==> config.mk <==
export PLATFORM = sky130hd
export DESIGN_NAME = parking_door_ctrl
export DESIGN_NICKNAME = d
export VERILOG_FILES = /design/src/rtl/parking_pkg.sv /design/src/rtl/parking_occ_counter.sv /design/src/rtl/parking_door_ctrl.sv
export SDC_FILE = /design/constraint.sdc
export NUM_CORES = 1
export LEC_CHECK = 0
export CAP_MARGIN = 40
export CORE_MARGIN = 5
export CORE_UTILIZATION = 40
export CTS_BUF_LIST = sky130_fd_sc_hd__clkbuf_16
export DETAILED_ROUTE_END_ITERATION = 8
export PLACE_DENSITY = 0.68
export SLEW_MARGIN = 20
export SYNTH_ARGS = -nofsm -noshare
export SYNTH_HDL_FRONTEND = slang
export SYNTH_SLANG_ARGS = --single-unit
==> constraint.sdc <==
create_clock -name clk -period 1.7 [get_ports clk]
set_input_delay 0.34 -clock clk [delete_from_list [all_inputs] [get_ports clk]]
set_output_delay 0.34 -clock clk [all_outputs]
set_load 0.005 [all_outputs]
==> src/rtl/parking_pkg.sv <==
// ============================================================================
// Module : parking_pkg
// Brief  : Door-state encodings shared by the parking door controller and
//          the code-entry FSM bench.
// Rev    : 1.0  initial release
// ============================================================================
`default_nettype none

package parking_pkg;

  localparam int DOOR_STATE_W = 2;

  typedef logic [DOOR_STATE_W-1:0] door_state_t;

  localparam door_state_t ST_CLOSED  = 2'd0;
  localparam door_state_t ST_OPENING = 2'd1;
  localparam door_state_t ST_OPEN    = 2'd2;
  localparam door_state_t ST_CLOSING = 2'd3;

endpackage

`default_nettype wire

==> src/rtl/parking_occ_counter.sv <==
// ============================================================================
// Module : parking_occ_counter
// Brief  : Saturating occupancy counter (0..CAPACITY) with full flag.
// Rev    : 1.0  initial release
// ============================================================================
`default_nettype none

module parking_occ_counter #(
  parameter int CAPACITY = 2,
  parameter int CNT_W    = 3
) (
  input  logic             clk,
  input  logic             rst,
  input  logic             inc,
  input  logic             dec,
  output logic [CNT_W-1:0] occupancy,
  output logic             full
);

  localparam logic [CNT_W-1:0] c_CAP  = CNT_W'(CAPACITY);
  localparam logic [CNT_W-1:0] c_ZERO = '0;

  logic [CNT_W-1:0] r_count;

  // Simultaneous inc and dec cancel, so saturation only matters for lone events.
  always_ff @(posedge clk) begin
    if (rst) begin
      r_count <= '0;
    end else if (inc && !dec) begin
      if (r_count < c_CAP) r_count <= r_count + 1'b1;
    end else if (dec && !inc) begin
      if (r_count != c_ZERO) r_count <= r_count - 1'b1;
    end
  end

  assign occupancy = r_count;
  assign full      = (r_count == c_CAP);

endmodule

`default_nettype wire

==> src/rtl/parking_door_ctrl.sv <==
// ============================================================================
// Module : parking_door_ctrl
// Brief  : Door motor FSM (open/hold/close, reverse on obstruction) with
//          position and hold timers, plus lot occupancy tracking.
// Rev    : 1.0  initial release
// ============================================================================
`default_nettype none

module parking_door_ctrl
  import parking_pkg::*;
#(
  parameter int OPEN_TICKS = 4,
  parameter int HOLD_TICKS = 6,
  parameter int CAPACITY   = 2,
  parameter int CNT_W      = 3
) (
  input  logic             clk,
  input  logic             rst,
  input  logic             door_open_pulse,
  input  logic             car_pass,
  input  logic             car_exit,
  input  logic             obstruct,
  output logic             motor_open,
  output logic             motor_close,
  output logic             door_is_open,
  output logic [1:0]       door_state,
  output logic [CNT_W-1:0] occupancy,
  output logic             full,
  output logic             denied
);

  localparam int c_POS_W  = $clog2(OPEN_TICKS + 1);
  localparam int c_HOLD_W = (HOLD_TICKS > 1) ? $clog2(HOLD_TICKS) : 1;

  localparam logic [c_POS_W-1:0]  c_POS_TOP  = c_POS_W'(OPEN_TICKS);
  localparam logic [c_POS_W-1:0]  c_POS_LAST = c_POS_W'(OPEN_TICKS - 1);
  localparam logic [c_POS_W-1:0]  c_POS_ONE  = c_POS_W'(1);
  localparam logic [c_HOLD_W-1:0] c_HOLD_END = c_HOLD_W'(HOLD_TICKS - 1);

  door_state_t         r_state;
  door_state_t         w_next_state;
  logic [c_POS_W-1:0]  r_pos;
  logic [c_HOLD_W-1:0] r_hold;
  logic                r_denied;

  logic w_pulse_ok;
  logic w_reverse;
  logic w_open_done;
  logic w_close_done;
  logic w_occ_inc;

  assign w_pulse_ok   = door_open_pulse && !full;
  assign w_reverse    = obstruct || w_pulse_ok;
  // Saturating compare so a reversal caught at the fully-open position still lands in OPEN.
  assign w_open_done  = (r_pos >= c_POS_LAST);
  assign w_close_done = (r_pos <= c_POS_ONE);
  assign w_occ_inc    = (r_state == ST_OPEN) && car_pass;

  // State register
  always_ff @(posedge clk) begin
    if (rst) r_state <= ST_CLOSED;
    else     r_state <= w_next_state;
  end

  // Next-state logic
  always_comb begin
    w_next_state = r_state;
    case (r_state)
      ST_CLOSED: begin
        if (w_pulse_ok) w_next_state = ST_OPENING;
      end
      ST_OPENING: begin
        if (w_open_done) w_next_state = ST_OPEN;
      end
      ST_OPEN: begin
        if (car_pass)                      w_next_state = ST_CLOSING;
        else if (w_pulse_ok)               w_next_state = ST_OPEN;
        else if (r_hold == c_HOLD_END)     w_next_state = ST_CLOSING;
      end
      ST_CLOSING: begin
        if (w_reverse)         w_next_state = ST_OPENING;
        else if (w_close_done) w_next_state = ST_CLOSED;
      end
      default: w_next_state = ST_CLOSED;
    endcase
  end

  // Output decode of registered state
  always_comb begin
    motor_open   = 1'b0;
    motor_close  = 1'b0;
    door_is_open = 1'b0;
    door_state   = r_state;
    case (r_state)
      ST_OPENING: motor_open   = 1'b1;
      ST_OPEN:    door_is_open = 1'b1;
      ST_CLOSING: motor_close  = 1'b1;
      default:    ;
    endcase
  end

  // Door position; held on the cycle a closing door reverses.
  always_ff @(posedge clk) begin
    if (rst) begin
      r_pos <= '0;
    end else begin
      case (r_state)
        ST_OPENING: r_pos <= w_open_done ? c_POS_TOP : r_pos + 1'b1;
        ST_CLOSING: if (!w_reverse) r_pos <= r_pos - 1'b1;
        default:    ;
      endcase
    end
  end

  always_ff @(posedge clk) begin
    if (rst) begin
      r_hold <= '0;
    end else if (r_state == ST_OPEN) begin
      if (w_pulse_ok && !car_pass) r_hold <= '0;
      else                         r_hold <= r_hold + 1'b1;
    end else begin
      r_hold <= '0;
    end
  end

  always_ff @(posedge clk) begin
    if (rst) r_denied <= 1'b0;
    else     r_denied <= door_open_pulse && full &&
                         ((r_state == ST_CLOSED) || (r_state == ST_CLOSING));
  end

  assign denied = r_denied;

  parking_occ_counter #(
    .CAPACITY (CAPACITY),
    .CNT_W    (CNT_W)
  ) u_occ (
    .clk       (clk),
    .rst       (rst),
    .inc       (w_occ_inc),
    .dec       (car_exit),
    .occupancy (occupancy),
    .full      (full)
  );

endmodule

`default_nettype wire

* Word level (Yosys, flattened, before mapping)
Cells that the tools add are included.
Storage, ports and cells: bits in registers 12, bits of input ports 6, output and inout bits 10, logic and storage cells 65
Cells by class: add/subtract/negate cells 5, magnitude comparators 3, equality and inequality tests 11, multiplexer cells 18, bitwise gates (word level) 1, reduce and logical (&&, ||, !) cells 22
Operator list (count):
- $mux 3 | 6
- $mux 2 | 7
- $add 3x1->3 const B | 3
- $ne 2x2->1 const B | 4
- $pmux 2 s4 | 1
- $logic_and 1x1->1 | 7
- $pmux 3 s2 | 1
- $reduce_bool 2->1 | 3
- $sub 3x1->3 const B | 2
- $eq 2x2->1 const B | 2
- $logic_not 1->1 | 4
- $ne 4x4->1 const B | 1
- $reduce_and 4->1 | 1
- $eq 3x2->1 const B | 1
- $eq 3x3->1 const B | 1
- $ge 3x2->1 const B | 1
- $le 3x1->1 const B | 1
- $lt 3x2->1 const B | 1
- $mux 1 | 3
- $ne 3x3->1 const B | 1
- $reduce_and 3->1 | 1
- $reduce_bool 3->1 | 1
- $reduce_or 3->1 | 1
- $eq 2x1->1 const B | 1
- other kinds (4) | 5

* Logic depth before layout (Yosys ltp)
depth after elaboration 6, depth in mapped cells 7, gate-level depth less buffers 7

* Modules after synthesis
A second synthesis with hierarchy kept.
Unflattened totals: cells, all modules 93, area, all modules 835.8 um2
Modules (own cells, without submodules):
- parking_door_ctrl | times used 1, cells an instance 66, area each 595.6 um2, seq. area each 180.2 um2
- parking_occ_counter | times used 1, cells an instance 27, area each 240.2 um2, seq. area each 60.1 um2

* Worst setup path after synthesis
OpenSTA, ideal clock, no wires.
path kind register -> register, start point reg r_state[0], in the netlist door_state[0], end point reg u_occ.r_count[2], in the netlist u_occ.occupancy[2], library setup time 0.070 ns, arrival 1.718 ns, required time 1.630 ns, slack -0.088 ns, stages on the path, launching flop included 8, path buffers 0, period minus slack after synthesis 1.788 ns, path through dfxtp_1 inv_1 ha_1 nand3b_1 fa_1 xor2_1 a21bo_2 a21oi_1
Between the ends: cells in the longest elaborated chain, start to end 6, elaborated cells on any way between the ends 10, those cells by class eq/ne (2); mux (1); reduce/logical (7)
RTL lines:
- start: declaration | line parking_door_ctrl.sv:40 | door_state_t r_state;
- start signal: assignment | line parking_door_ctrl.sv:62 | else r_state <= w_next_state;
- $eq 2x2->1 * | line parking_door_ctrl.sv:57 | assign w_occ_inc = (r_state == ST_OPEN) && car_pass;
- $logic_and 1x1->1 * | line parking_door_ctrl.sv:57
- $logic_not 1->1 | line parking_occ_counter.sv:31 | end else if (dec && !inc) begin
- $logic_and 1x1->1 | line parking_occ_counter.sv:31
- $reduce_bool 2->1 (no source line)
- $reduce_and 3->1 (no source line)
- end signal: assignment | line parking_occ_counter.sv:30 | if (r_count < c_CAP) r_count <= r_count + 1'b1;
- end signal: assignment | line parking_occ_counter.sv:32 | if (r_count != c_ZERO) r_count <= r_count - 1'b1;
- end: declaration | line parking_occ_counter.sv:23 | logic [CNT_W-1:0] r_count;
Every way passes the cells marked *; elsewhere a longest branch is shown, timed or not. A chain may end at the register's enable or synchronous reset.

* Worst setup path in the final report
Same ends and word-level chain as after synthesis.

==> reports/metrics.yaml <==
status:
  status: "complete, no violations"
setup_path:
  cp_num_buf_inv: 1
  reg2reg_slack_ps: 80
  crit_type: "reg2reg"
  path_delay_family: "adder cells"
  r2r_cells: 7
  critPathCaptureType: "register"
  worst-endpoint-required_ps: 1880
  start_kind: "register"
  reg2reg_to: "u_occ.occupancy[2]$_SDFFE_PP0P_"
  r2r-start: "door_state[0]$_SDFFE_PP0P_"
  worstPathCellList: "inv_4 -> ha_4 -> nand3b_1 -> fa_2 -> xor2_2 -> a21bo_2 -> a21oi_2"
  worstPathArrival_ps: 1800
  slowest_delay_ps: 390
  crit_path_max_fanout: 4
  critical-path-slowest-cell: "fa_2"
clock_tree:
  tritoncts: "done"
  cts_root_buffer: "clkbuf_16"
  insertion_delay_ps: 240
  cts_max_path_buffers: 2
  cts_hold_buf: 0
  clock_sinks: 12
  cts_inserted_buffers: 3
  clkTransAtPathRegs_ps: 40
  ctsHtreeMaxLevel: 1
logic_synthesis:
  synth.avg_cell_area_sq_um: 9.35
  netlist_area_sq_um: 767
  synthAdderAreaFrac: 0.189
  yosysUniqueCellTypes: 31
  ys_seq_area_frac: 0.313
  synth-simple-area-share: 0.183
  synthMuxAreaShare: 0.0261
  synth-compound-area-share: 0.210
  synth_seq_cells: 12
  synthXorXnorAreaFrac: 0.0343
  ys_warn_count: 0
  synth_top_family_by_area: "compound AO/OA/AOI/OAI gates"
  syn-num-nets: 99
  syn_inst: 82
floorplan:
  initial_utilization: 0.430
  coreArea_sq_mm: 0.00178
  die_w_um: 53.8
  pin_count: 16
  fp.dieArea_sq_mm: 0.00289
  fp.dieH_um: 53.8
  std_cell_rows: 15
sta:
  relSlewSlack: 0.729
  fin_skew_ps: 1.57
  finalCriticalPeriod_ps: 1620
  finalSetupViolCount: 0
  finalCritPeriodShare: 0.955
  rsz0062_at_grt: "yes"
  drv_slew: 0
  fmax_mhz: 616
  hold_viol_final: 0
  tightest_slew_ps: 401
placement:
  port_buffers: 15
  dp.cells: 134
  routabilityCongestion: 0.726
  hpwl_um: 1420
final_layout:
  antennaDiodeCount: 0
  nFillCells: 120
  final_cells: 145
  final_nets: 138
  post_route_cells_drive_above_1_share: 0.325
  area_delta_synth_final_pct: 62.2
  utilization: 0.698
hold_path:
  min_from: "r_hold[0]$_SDFF_PP0_"
  hold_path.class: "reg2reg"
  whs_path_depth: 1
  hold_end: "r_hold[0]$_SDFF_PP0_"
power_and_ir_drop:
  p_comb_frac: 0.566
  power_switching_mw: 0.788
  clkPwrFrac: 0.206
  pwr_density_cell_mw_per_mm2: 1740
  peakVddDrop_mv: 1.18
  power.internal_mw: 1.38
  power.share.switching: 0.364
  seq_power_share: 0.228
  power.leakage_nw: 0.566
grt:
  grt_max_degree: 8
  grt_antenna_before_repair: 0
  grt_pass1_wl_um: 3300
  overflow: 0
  grt_usage: 0.164
  grt_pass1_vias: 754
route:
  dr.pass1.iters: 4
  via_per_inst: 5.10
  drt_iter0_markers: 10
  drc_errors: 0
  post_drt_wl_per_cell_um: 14.2
  postRouteAntennaNets: 0
  num_vias: 740
  wirelength_um: 2070
run:
  max_cap_violations: 0
[final cells by class]
class / count / area (sq um) / area share
Clock inverter: 1 / 3.75 / 0.00302
Timing Repair Buffer: 34 / 300 / 0.241
Multi-Input combinational cell: 61 / 549 / 0.442
Sequential cell: 12 / 248 / 0.199
Inverter: 9 / 36.3 / 0.0292
Clock buffer: 3 / 75.1 / 0.0604
Tap cell: 25 / 31.3 / 0.0252
[placed cells by master (no fill, tap or decap), drive strengths merged, types with 4 or more instances in the layout]
| cell | n |
|---|---|
| nor2 | 6 |
| clkdlybuf4s50 | 9 |
| dfxtp | 12 |
| buf | 19 |
| a21oi | 4 |
| inv | 9 |
| ha | 10 |
| nand2 | 6 |
| dlymetal6s2s | 4 |
[Yosys cell counts (all sizes together)]
library cell | n | area [sq um]
nand3b | 2 | 15.0
inv | 9 | 33.8
or2 | 1 | 6.26
dfxtp | 12 | 240
nand3 | 1 | 5.00
a22oi | 2 | 20.0
nor2b | 3 | 18.8
nand2 | 6 | 22.5
mux2i | 2 | 20.0
nor2 | 6 | 22.5
ha | 10 | 125
o32ai | 1 | 16.3
xnor2 | 2 | 17.5
a221o | 1 | 10.0
o21ai | 2 | 10.0
a21oi | 4 | 20.0
nor3 | 2 | 10.0
a32oi | 1 | 8.76
a21bo | 2 | 20.0
xor2 | 1 | 8.76
or3b | 1 | 8.76
o221a | 1 | 11.3
fa | 1 | 20.0
and2b | 1 | 7.51
o211ai | 1 | 7.51
o22ai | 1 | 6.26
a211oi | 3 | 22.5
nor4b | 2 | 23.8
o311ai | 1 | 8.76
[what timing repair did]
| item | 4_1_cts | 5_1_grt |
|---|---|---|
| pin swaps | 0 | 7 |
| setup buffers | 1 | 6 |
| endpoints found under the hold margin | 0 | 0 |
| endpoints found under the setup margin | 5 | 5 |
| resized for setup | 12 | 8 |
[stage by stage]
step | TNS (ps) | setup WS (ps) | total power, mW | area [sq um] | hold WS (ps)
3_3_place_gp | -459 | -137 | 1.50 | 1040 | 434
5_1_grt | -28.0 | -28.0 | 2.33 | 1240 | 515
3_5_place_dp | -607 | -184 | 1.52 | 1040 | 455
6_report | 0 | 76.8 | 2.17 | 1240 | 472
2_1_floorplan | 0 | 1.42 | 1.07 | 772 | 409
4_1_cts | -24.0 | -24.0 | 2.05 | 1170 | 472
[per-layer routing]
| metal | track usage | up-vias | wire [um] |
|---|---|---|---|
| met4 | 0.0681 | 0 | 53 |
| met1 | 0.190 | 348 | 965 |
| met3 | 0.0637 | 6 | 78 |
| li1 | - | 372 | - |
| met2 | 0.268 | 14 | 969 |
| met5 | 0 | - | 0 |
[power groups by stage]
stage / Combinational, mW / Clock [mW] / Sequential (mW)
floorplan: 0.577 / 0 / 0.493
finish: 1.23 / 0.445 / 0.494
detailed placement: 1.06 / 0 / 0.462
global route: 1.35 / 0.473 / 0.510
CTS: 1.11 / 0.450 / 0.489
global placement: 1.04 / 0 / 0.459
[registers in the layout, indices dropped and copies added, names as in the netlist]
register and flops:
door_state 2, r_hold 3, r_pos 3, denied 1, u_occ.occupancy 3
[cells by family after synthesis]
| logic type | count (synthesis) |
|---|---|
| adder cells (fa/ha/maj) | 11 |
| multiplexers | 2 |
| buffers and inverters | 9 |
| AND/OR/NAND/NOR | 25 |
| XOR/XNOR | 3 |
| AO/OA/AOI/OAI | 20 |
| flip-flops | 12 |
[worst reg2reg max path, cell delays in order, from the launching register on]
cell and delay, ps:
dfxtp_4 360, inv_4 70, ha_4 130, nand3b_1 130, fa_2 390, xor2_2 160
a21bo_2 200, a21oi_2 120
[worst max-delay path by stage]
stage / startpoint / to / slack [ps] / cells after the start
after global routing: door_state[0]$_SDFFE_PP0P_ / u_occ.occupancy[2]$_SDFFE_PP0P_ / -30 / 7
after detailed placement: car_exit / u_occ.occupancy[2]$_SDFFE_PP0P_ / -180 / 6
after floorplan: door_state[0]$_SDFFE_PP0P_ / u_occ.occupancy[2]$_SDFFE_PP0P_ / 1 / 7
after CTS: door_state[1]$_SDFFE_PP0P_ / motor_open / -20 / 3
final: door_state[0]$_SDFFE_PP0P_ / u_occ.occupancy[2]$_SDFFE_PP0P_ / 80 / 7
after global placement: car_exit / u_occ.occupancy[2]$_SDFFE_PP0P_ / -140 / 6
Power figures use the tool's default switching activity.
